<file path="src/rtl/rom_rd_arbiter.sv">
// Two-requester read arbiter in front of a single-port ROM, with a latency pipe that routes rom_q back to the winner.
// Define ROM_ARB_FIXED_PRIO_EN for fixed priority (requester 0 wins ties); the default is round robin.
module rom_rd_arbiter #(
  parameter int ADDR_W = 8,
  parameter int DATA_W = 8,
  parameter int RD_LAT = 1
) (
  input  logic              sys_clk,
  input  logic              sys_rst,
  input  logic              req0,
  input  logic [ADDR_W-1:0] addr0,
  output logic              gnt0,
  output logic              rvalid0,
  input  logic              req1,
  input  logic [ADDR_W-1:0] addr1,
  output logic              gnt1,
  output logic              rvalid1,
  output logic [DATA_W-1:0] rdata,
  output logic [ADDR_W-1:0] rom_addr,
  input  logic [DATA_W-1:0] rom_q,
  output logic              busy
);

  logic              hs;
  logic [ADDR_W-1:0] held_addr;
  logic [RD_LAT-1:0] pipe_valid;
  logic [RD_LAT-1:0] pipe_id;

`ifndef ROM_ARB_FIXED_PRIO_EN
  // Set when requester 1 won the most recent handshake, so requester 0 wins the next tie.
  logic last_gnt;

  always_ff @(posedge sys_clk or posedge sys_rst) begin
    if (sys_rst)
      last_gnt <= 1'b1;
    else if (hs)
      last_gnt <= gnt1;
  end
`endif

  // Grants are forced low while reset is asserted.
  always_comb begin
    gnt0 = 1'b0;
    gnt1 = 1'b0;
    if (!sys_rst) begin
`ifdef ROM_ARB_FIXED_PRIO_EN
      gnt0 = req0;
      gnt1 = req1 & ~req0;
`else
      if (req0 && req1) begin
        gnt0 = last_gnt;
        gnt1 = ~last_gnt;
      end else begin
        gnt0 = req0;
        gnt1 = req1;
      end
`endif
    end
  end

  assign hs = gnt0 | gnt1;

  always_comb begin
    rom_addr = held_addr;
    if (gnt0)
      rom_addr = addr0;
    else if (gnt1)
      rom_addr = addr1;
  end

  always_ff @(posedge sys_clk or posedge sys_rst) begin
    if (sys_rst)
      held_addr <= '0;
    else if (hs)
      held_addr <= rom_addr;
  end

  // Each stage carries {valid, id}; the last stage lines up with rom_q for that read.
  always_ff @(posedge sys_clk or posedge sys_rst) begin
    if (sys_rst) begin
      pipe_valid <= '0;
      pipe_id    <= '0;
    end else begin
      pipe_valid[0] <= hs;
      pipe_id[0]    <= gnt1;
      for (int i = 1; i < RD_LAT; i++) begin
        pipe_valid[i] <= pipe_valid[i-1];
        pipe_id[i]    <= pipe_id[i-1];
      end
    end
  end

  assign rvalid0 = pipe_valid[RD_LAT-1] & ~pipe_id[RD_LAT-1];
  assign rvalid1 = pipe_valid[RD_LAT-1] &  pipe_id[RD_LAT-1];
  assign busy    = |pipe_valid;
  assign rdata   = rom_q;

endmodule

</file>
<file path="config.mk">
export PLATFORM = sky130hd
export DESIGN_NAME = rom_rd_arbiter
export DESIGN_NICKNAME = d
export VERILOG_FILES = /design/src/rtl/rom_rd_arbiter.sv
export SDC_FILE = /design/constraint.sdc
export NUM_CORES = 1
export LEC_CHECK = 0
export CORE_MARGIN = 2
export CORE_UTILIZATION = 33
export CTS_BUF_LIST = sky130_fd_sc_hd__clkbuf_4 sky130_fd_sc_hd__clkbuf_8 sky130_fd_sc_hd__clkbuf_16
export CTS_CLUSTER_SIZE = 24
export DETAILED_ROUTE_END_ITERATION = 12
export MAX_ROUTING_LAYER = met4
export PLACE_DENSITY = 0.78
export SYNTH_ARGS = -nofsm -noshare
export SYNTH_HDL_FRONTEND = slang
export SYNTH_SLANG_ARGS = --single-unit
</file>
<file path="constraint.sdc">
create_clock -name sys_clk -period 1.75 [get_ports sys_clk]
set_input_delay 0.2625 -clock sys_clk [delete_from_list [all_inputs] [get_ports sys_clk]]
set_output_delay 0.2625 -clock sys_clk [all_outputs]
set_load 0.03 [all_outputs]
</file>
==> results.cfg, run 1 <==
[yosys]
synth_cells = 55
synthAdderAreaFrac_pct = 0
ys_seq_elements = 11
synth_area_um2 = 658
syn_avg_cell_area_um2 = 12.0
ys_seq_area_share_pct = 42.0
synth-simple-area-share_pct = 9.51
synth_top_family_by_area = compound AO/OA/AOI/OAI gates
muxShareOfSynthArea_pct = 0
yosys_warnings = 0
syn_nets = 83
synth_xor_area_share_pct = 0
synth_compound_area_share_pct = 32.5
yosysUniqueCellTypes = 15

[clocking]
cts.sinks = 11
cts.hold.buffers_added = 0
cts_buffers = 3
insertion_delay_ps = 260
cts_tree = done
clockBufferDepth = 2
root_buffer = clkbuf_4
htree_num_levels = 1
path_clk_slew_ps = 80

[sta]
tightest_slew_ps = 316
rsz0062_at_grt = true
slew_headroom_pct = 78.9
skew_ps = 12.2
setup_slack_ps = -13.7
fin_crit_ps = 1760
drv_slew = 0
hold_viol_final = 0
finalSetupViolCount = 7
max_freq_ghz = 0.567
fin_crit_sh_pct = 101

[drt]
vias = 574
ant_nets = 0
drt_wl_total_um = 1650
routedWlPerCell_um = 13.9
drc = 0
vias_per_cell = 4.82
first_pass_iters = 4
drt_iter0_drc = 5

[pwr]
power_density_nw_per_um2 = 793
p_leak_nw = 0.487
ir_drop_v = 0.000494

[critical_path]
crit_top_cell = buf_6
regToRegSetupSlack_ps = 200
cp-start-kind = flip-flop
crit_chain = a211oi_4 > buf_6 > a221o_1 > buf_6
cp_max_fo = 5
cp_slowest_cell = dfstp_2
arrival_ps = 1500
setup.worst_path.class = flip-flop to output port
max_stage_delay_ps = 570
worstPathRequired_ps = 1490
cp-end-kind = output port

[die]
core.rowCount = 16
die_w_um = 48.7
core_area_um2 = 1920
start_util_pct = 34.2
die_h_um = 48.7
ios = 49
die_area_um2 = 2370

[global_routing]
first_global_vias = 613
grt_pass1_wl_um = 2750
overflow = 0
grt.total_usage_pct = 15.4
grt_antenna_before_repair = 0
grt_start_max_net_pins = 12

[worst_hold_path]
hold_class = input port to async pin

[place]
dp_slack_ps = -188
dp_hpwl_um = 1210
dp.cells = 111
io_buffer_count = 32
gp_congestion = 0.664

[run]
maxCapViolations = 0

[finish]
final_common_cell = clkdlybuf4s50_1
drive_gt1_share_pct = 40.2
nNetsFinal = 121
layout_common_cells = clkdlybuf4s50_1, buf_6, dfrtp_1, buf_4
utilization_pct = 54.6
n_antenna_cell = 0
stdcell_count = 119
syn2layout_area_growth_pct = 59.3

[outcome]
violations = negative setup slack
status = finished, violations left
timing repair:
action / CTS / global route
pin swaps: 10 / 0
hold endpoints to repair: 0 / 0
setup buffers: 4 / 0
endpoints found under the setup margin: 8 / 8
gates resized for setup: 14 / 0
gates cloned: 1 / 0
state kept, by name (all words and copies together) (netlist names):
register,cells
last_gnt,1
held_addr,8
busy,1
pipe_id,1
power breakdown:
group          switching [mW]  total [mW]  internal (mW)
clock network          0.0810       0.184          0.103
logic                   0.163       0.346          0.182
registers              0.0116       0.301          0.290
total                   0.256       0.831          0.576
synth_stat cells:
library cell	n	area share, %
dfrtp_1	10	38
a221o_1	9	14
and2_1	9	8.6
buf_4	9	10
a221o_2	7	12
inv_2	2	1.1
a211oi_4	1	3.0
a21o_1	1	1.1
buf_6	1	1.7
buf_8	1	2.3
dfstp_2	1	4.0
inv_1	1	0.57
nor2b_1	1	0.95
o211a_1	1	1.5
o21bai_1	1	1.1
critical path: cells and delay by family (launching register included):
kind | cells | cell delay, ps
buffers and inverters | 2 | 290
AOI/OAI and AO/OA | 2 | 400
DFF | 1 | 570
per-stage QoR:
stage / setup TNS, ps / power [mW] / hold WS [ps] / cell area, um^2
2_1_floorplan: 0 / 0.523 / 58.5 / 658
3_3_place_gp: -1280 / 0.619 / 525 / 966
3_5_place_dp: -1420 / 0.624 / 525 / 966
4_1_cts: -137 / 0.837 / 154 / 1050
5_1_grt: -491 / 0.877 / 166 / 1050
6_report: -60.2 / 0.831 / 145 / 1050
cells by family (layout without fill, tap and decap cells):
family / count (synthesis) / in the layout
AO/OA/AOI/OAI: 20 / 20
buffers and inverters: 14 / 51
flip-flops: 11 / 11
AND/OR/NAND/NOR: 10 / 10
path summary, 6_finish.rpt:
| check | from | endpoint | cells past startpoint |
|---|---|---|---|
| worst min register to register | last_gnt | last_gnt | 1 |
| max in group asynchronous | sys_rst | last_gnt | 3 |
| worst max register to register | last_gnt | held_addr[3] | 5 |
| worst max-delay path | last_gnt | rom_addr[0] | 4 |
| min in group sys_clk | rom_q[3] | rdata[3] | 0 |
| worst min-delay path | sys_rst | held_addr[5] | 3 |
cell type report:
class	instances	area [um^2]
timing repair buffer	44	420
clock buffer	4	30.0
inverter	3	11.3
multi-input combinational	30	277
tap	27	33.8
sequential	11	277
fill	180	873
metal layers:
layer | routed length (um) | GRT usage [%] | vias to the layer above
met5 | 0 | - | -
met4 | 0 | 2.86 | 0
met3 | 127 | 4.63 | 0
met2 | 760 | 24.9 | 27
met1 | 764 | 19.2 | 263
li1 | - | - | 284
No activity file was read; power rests on OpenSTA's default activity.
==> run 2, diff against run 1 <==
--- a/config.mk
+++ b/config.mk
@@ -8,6 +8,7 @@
 export CORE_MARGIN = 2
 export CORE_UTILIZATION = 33
 export CTS_BUF_LIST = sky130_fd_sc_hd__clkbuf_4 sky130_fd_sc_hd__clkbuf_8 sky130_fd_sc_hd__clkbuf_16
+export CTS_CLUSTER_DIAMETER = 100
 export CTS_CLUSTER_SIZE = 24
 export DETAILED_ROUTE_END_ITERATION = 12
 export MAX_ROUTING_LAYER = met4
==> results of run 2 <==
Same layout as run 1: the final DEF is identical, and so are final timing and power.
==> run 3, diff against run 2 <==
--- a/config.mk
+++ b/config.mk
@@ -12,7 +12,7 @@
 export CTS_CLUSTER_SIZE = 24
 export DETAILED_ROUTE_END_ITERATION = 12
 export MAX_ROUTING_LAYER = met4
-export PLACE_DENSITY = 0.78
+export PLACE_DENSITY = 0.86
 export SYNTH_ARGS = -nofsm -noshare
 export SYNTH_HDL_FRONTEND = slang
 export SYNTH_SLANG_ARGS = --single-unit
==> results.cfg, run 3 (synthesis results as in run 1) <==
[outcome]
status = finished, violations left
violations = negative setup slack

[finish]
nNetsFinal = 121
final_common_cell = clkdlybuf4s50_1
syn2layout_area_growth_pct = 62.5
drive_gt1_share_pct = 41.3
n_antenna_cell = 0
top_register = held_addr
largest_reg_flops = 8
layout_common_cells = clkdlybuf4s50_1, buf_6, dfrtp_1, buf_4

[drt]
vias = 593
first_pass_iters = 4
drt_iter0_drc = 4
drt_wl_total_um = 1690
vias_per_cell = 4.98
routedWlPerCell_um = 14.2
drc = 0
ant_nets = 0

[global_routing]
grt.total_usage_pct = 15.2
grt_start_max_net_pins = 12
overflow = 0
first_global_vias = 622
grt_pass1_wl_um = 2770
grt_antenna_before_repair = 0

[sta]
slew_headroom_pct = 78.4
whs_ps = 162
rsz0062_at_grt = true
tns_ps = -221
finalSetupViolCount = 8
max_freq_ghz = 0.558
skew_ps = 4.86
drv_slew = 0
tightest_slew_ps = 323
fin_crit_sh_pct = 102
setup_slack_ps = -43.5
fin_crit_ps = 1790
hold_viol_final = 0

[die]
start_util_pct = 34.2
die_w_um = 48.7
core_area_um2 = 1920
die_area_um2 = 2370
core.rowCount = 16
ios = 49
die_h_um = 48.7

[clocking]
cts_tree = done
root_buffer = clkbuf_4
cts_buffers = 3
htree_num_levels = 1
insertion_delay_ps = 260
cts.sinks = 11
path_clk_slew_ps = 70
clockBufferDepth = 2

[worst_hold_path]
hold_class = input port to async pin

[critical_path]
setup.worst_path.class = flip-flop to output port
crit_top_cell = buf_6
cp-end-kind = output port
max_stage_delay_ps = 570
cp_max_fo = 8
cp_slowest_cell = dfstp_2
path_delay_family = flip-flops
crit_start = last_gnt
cp-start-kind = flip-flop
r2r_start = last_gnt
worstPathRequired_ps = 1490
critPathBufInv = 2
arrival_ps = 1530
crit_chain = a211oi_4 > buf_6 > a221o_1 > buf_6

[run]
maxCapViolations = 0

[pwr]
ir_drop_v = 0.000395
power_density_nw_per_um2 = 783
power_uw = 838
p_leak_nw = 0.503

[place]
gp_congestion = 0.661
io_buffer_count = 32
dp_hpwl_um = 1180
[run 3: cell types whose count changed in the layout (fill, tap and decap cells not counted)]
cell             change
dlymetal6s2s_1       +1
buf_2                -1
o21bai_1             -1
o21bai_4             +1
dlygate4sd2_1        -1
clkdlybuf4s50_1      -1
buf_6                +1
clkdlybuf4s15_1      +1
[run 3: timing repair]
action                     CTS  global route
setup endpoints to repair    9            10
pin swaps                   10             0
gates resized for setup     17             2
hold endpoints to repair     0             0
buffers inserted             4             1
hold buffers                 0             0
[run 3: power by group]
| part | internal, mW | switching [mW] |
|---|---|---|
| Sequential | 0.290 | 0.0111 |
| Clock | 0.103 | 0.0808 |
| Combinational | 0.186 | 0.167 |
| Total | 0.579 | 0.259 |
[run 3: final cells by class]
| type | instances | area, um^2 |
|---|---|---|
| Timing Repair Buffer | 44 | 430 |
| Tap cell | 27 | 33.8 |
| Multi-Input combinational cell | 30 | 288 |
| Inverter | 3 | 11.3 |
| Sequential cell | 11 | 277 |
| Fill cell | 181 | 852 |
| Clock buffer | 4 | 30.0 |
[run 3: final timing paths]
path / end / slack, ps / depth (start not counted)
worst max-delay path: rom_addr[7] / -40 / 4
worst max register to register: held_addr[7] / 330 / 4
worst min register to register: last_gnt / 540 / 1
worst min-delay path: pipe_id / 160 / 3
min in group sys_clk: rdata[0] / 530 / 0
max in group asynchronous: last_gnt / 1370 / 3
[run 3: worst min-delay path: stages]
cell and delay, ps:
dlygate4sd2_1 260, inv_2 60, buf_4 180
[run 3: routing by layer]
layer	share of wire, %	GRT usage (%)
met5	0	-
met4	0	1.90
met3	5.3	3.70
met2	53	27.6
met1	41	17.4
[run 3: metrics by stage]
stage                     instance area (um^2)  instances  utilization (%)  setup WS [ps]
final                                     1070        119             55.7          -43.5
after global routing                      1070        119             55.7          -96.5
after CTS                                 1060        118             55.1          -40.8
after floorplan                            658         55                -            178
after global placement                     966        111             50.3           -226
after detailed placement                   966        111             50.3           -249
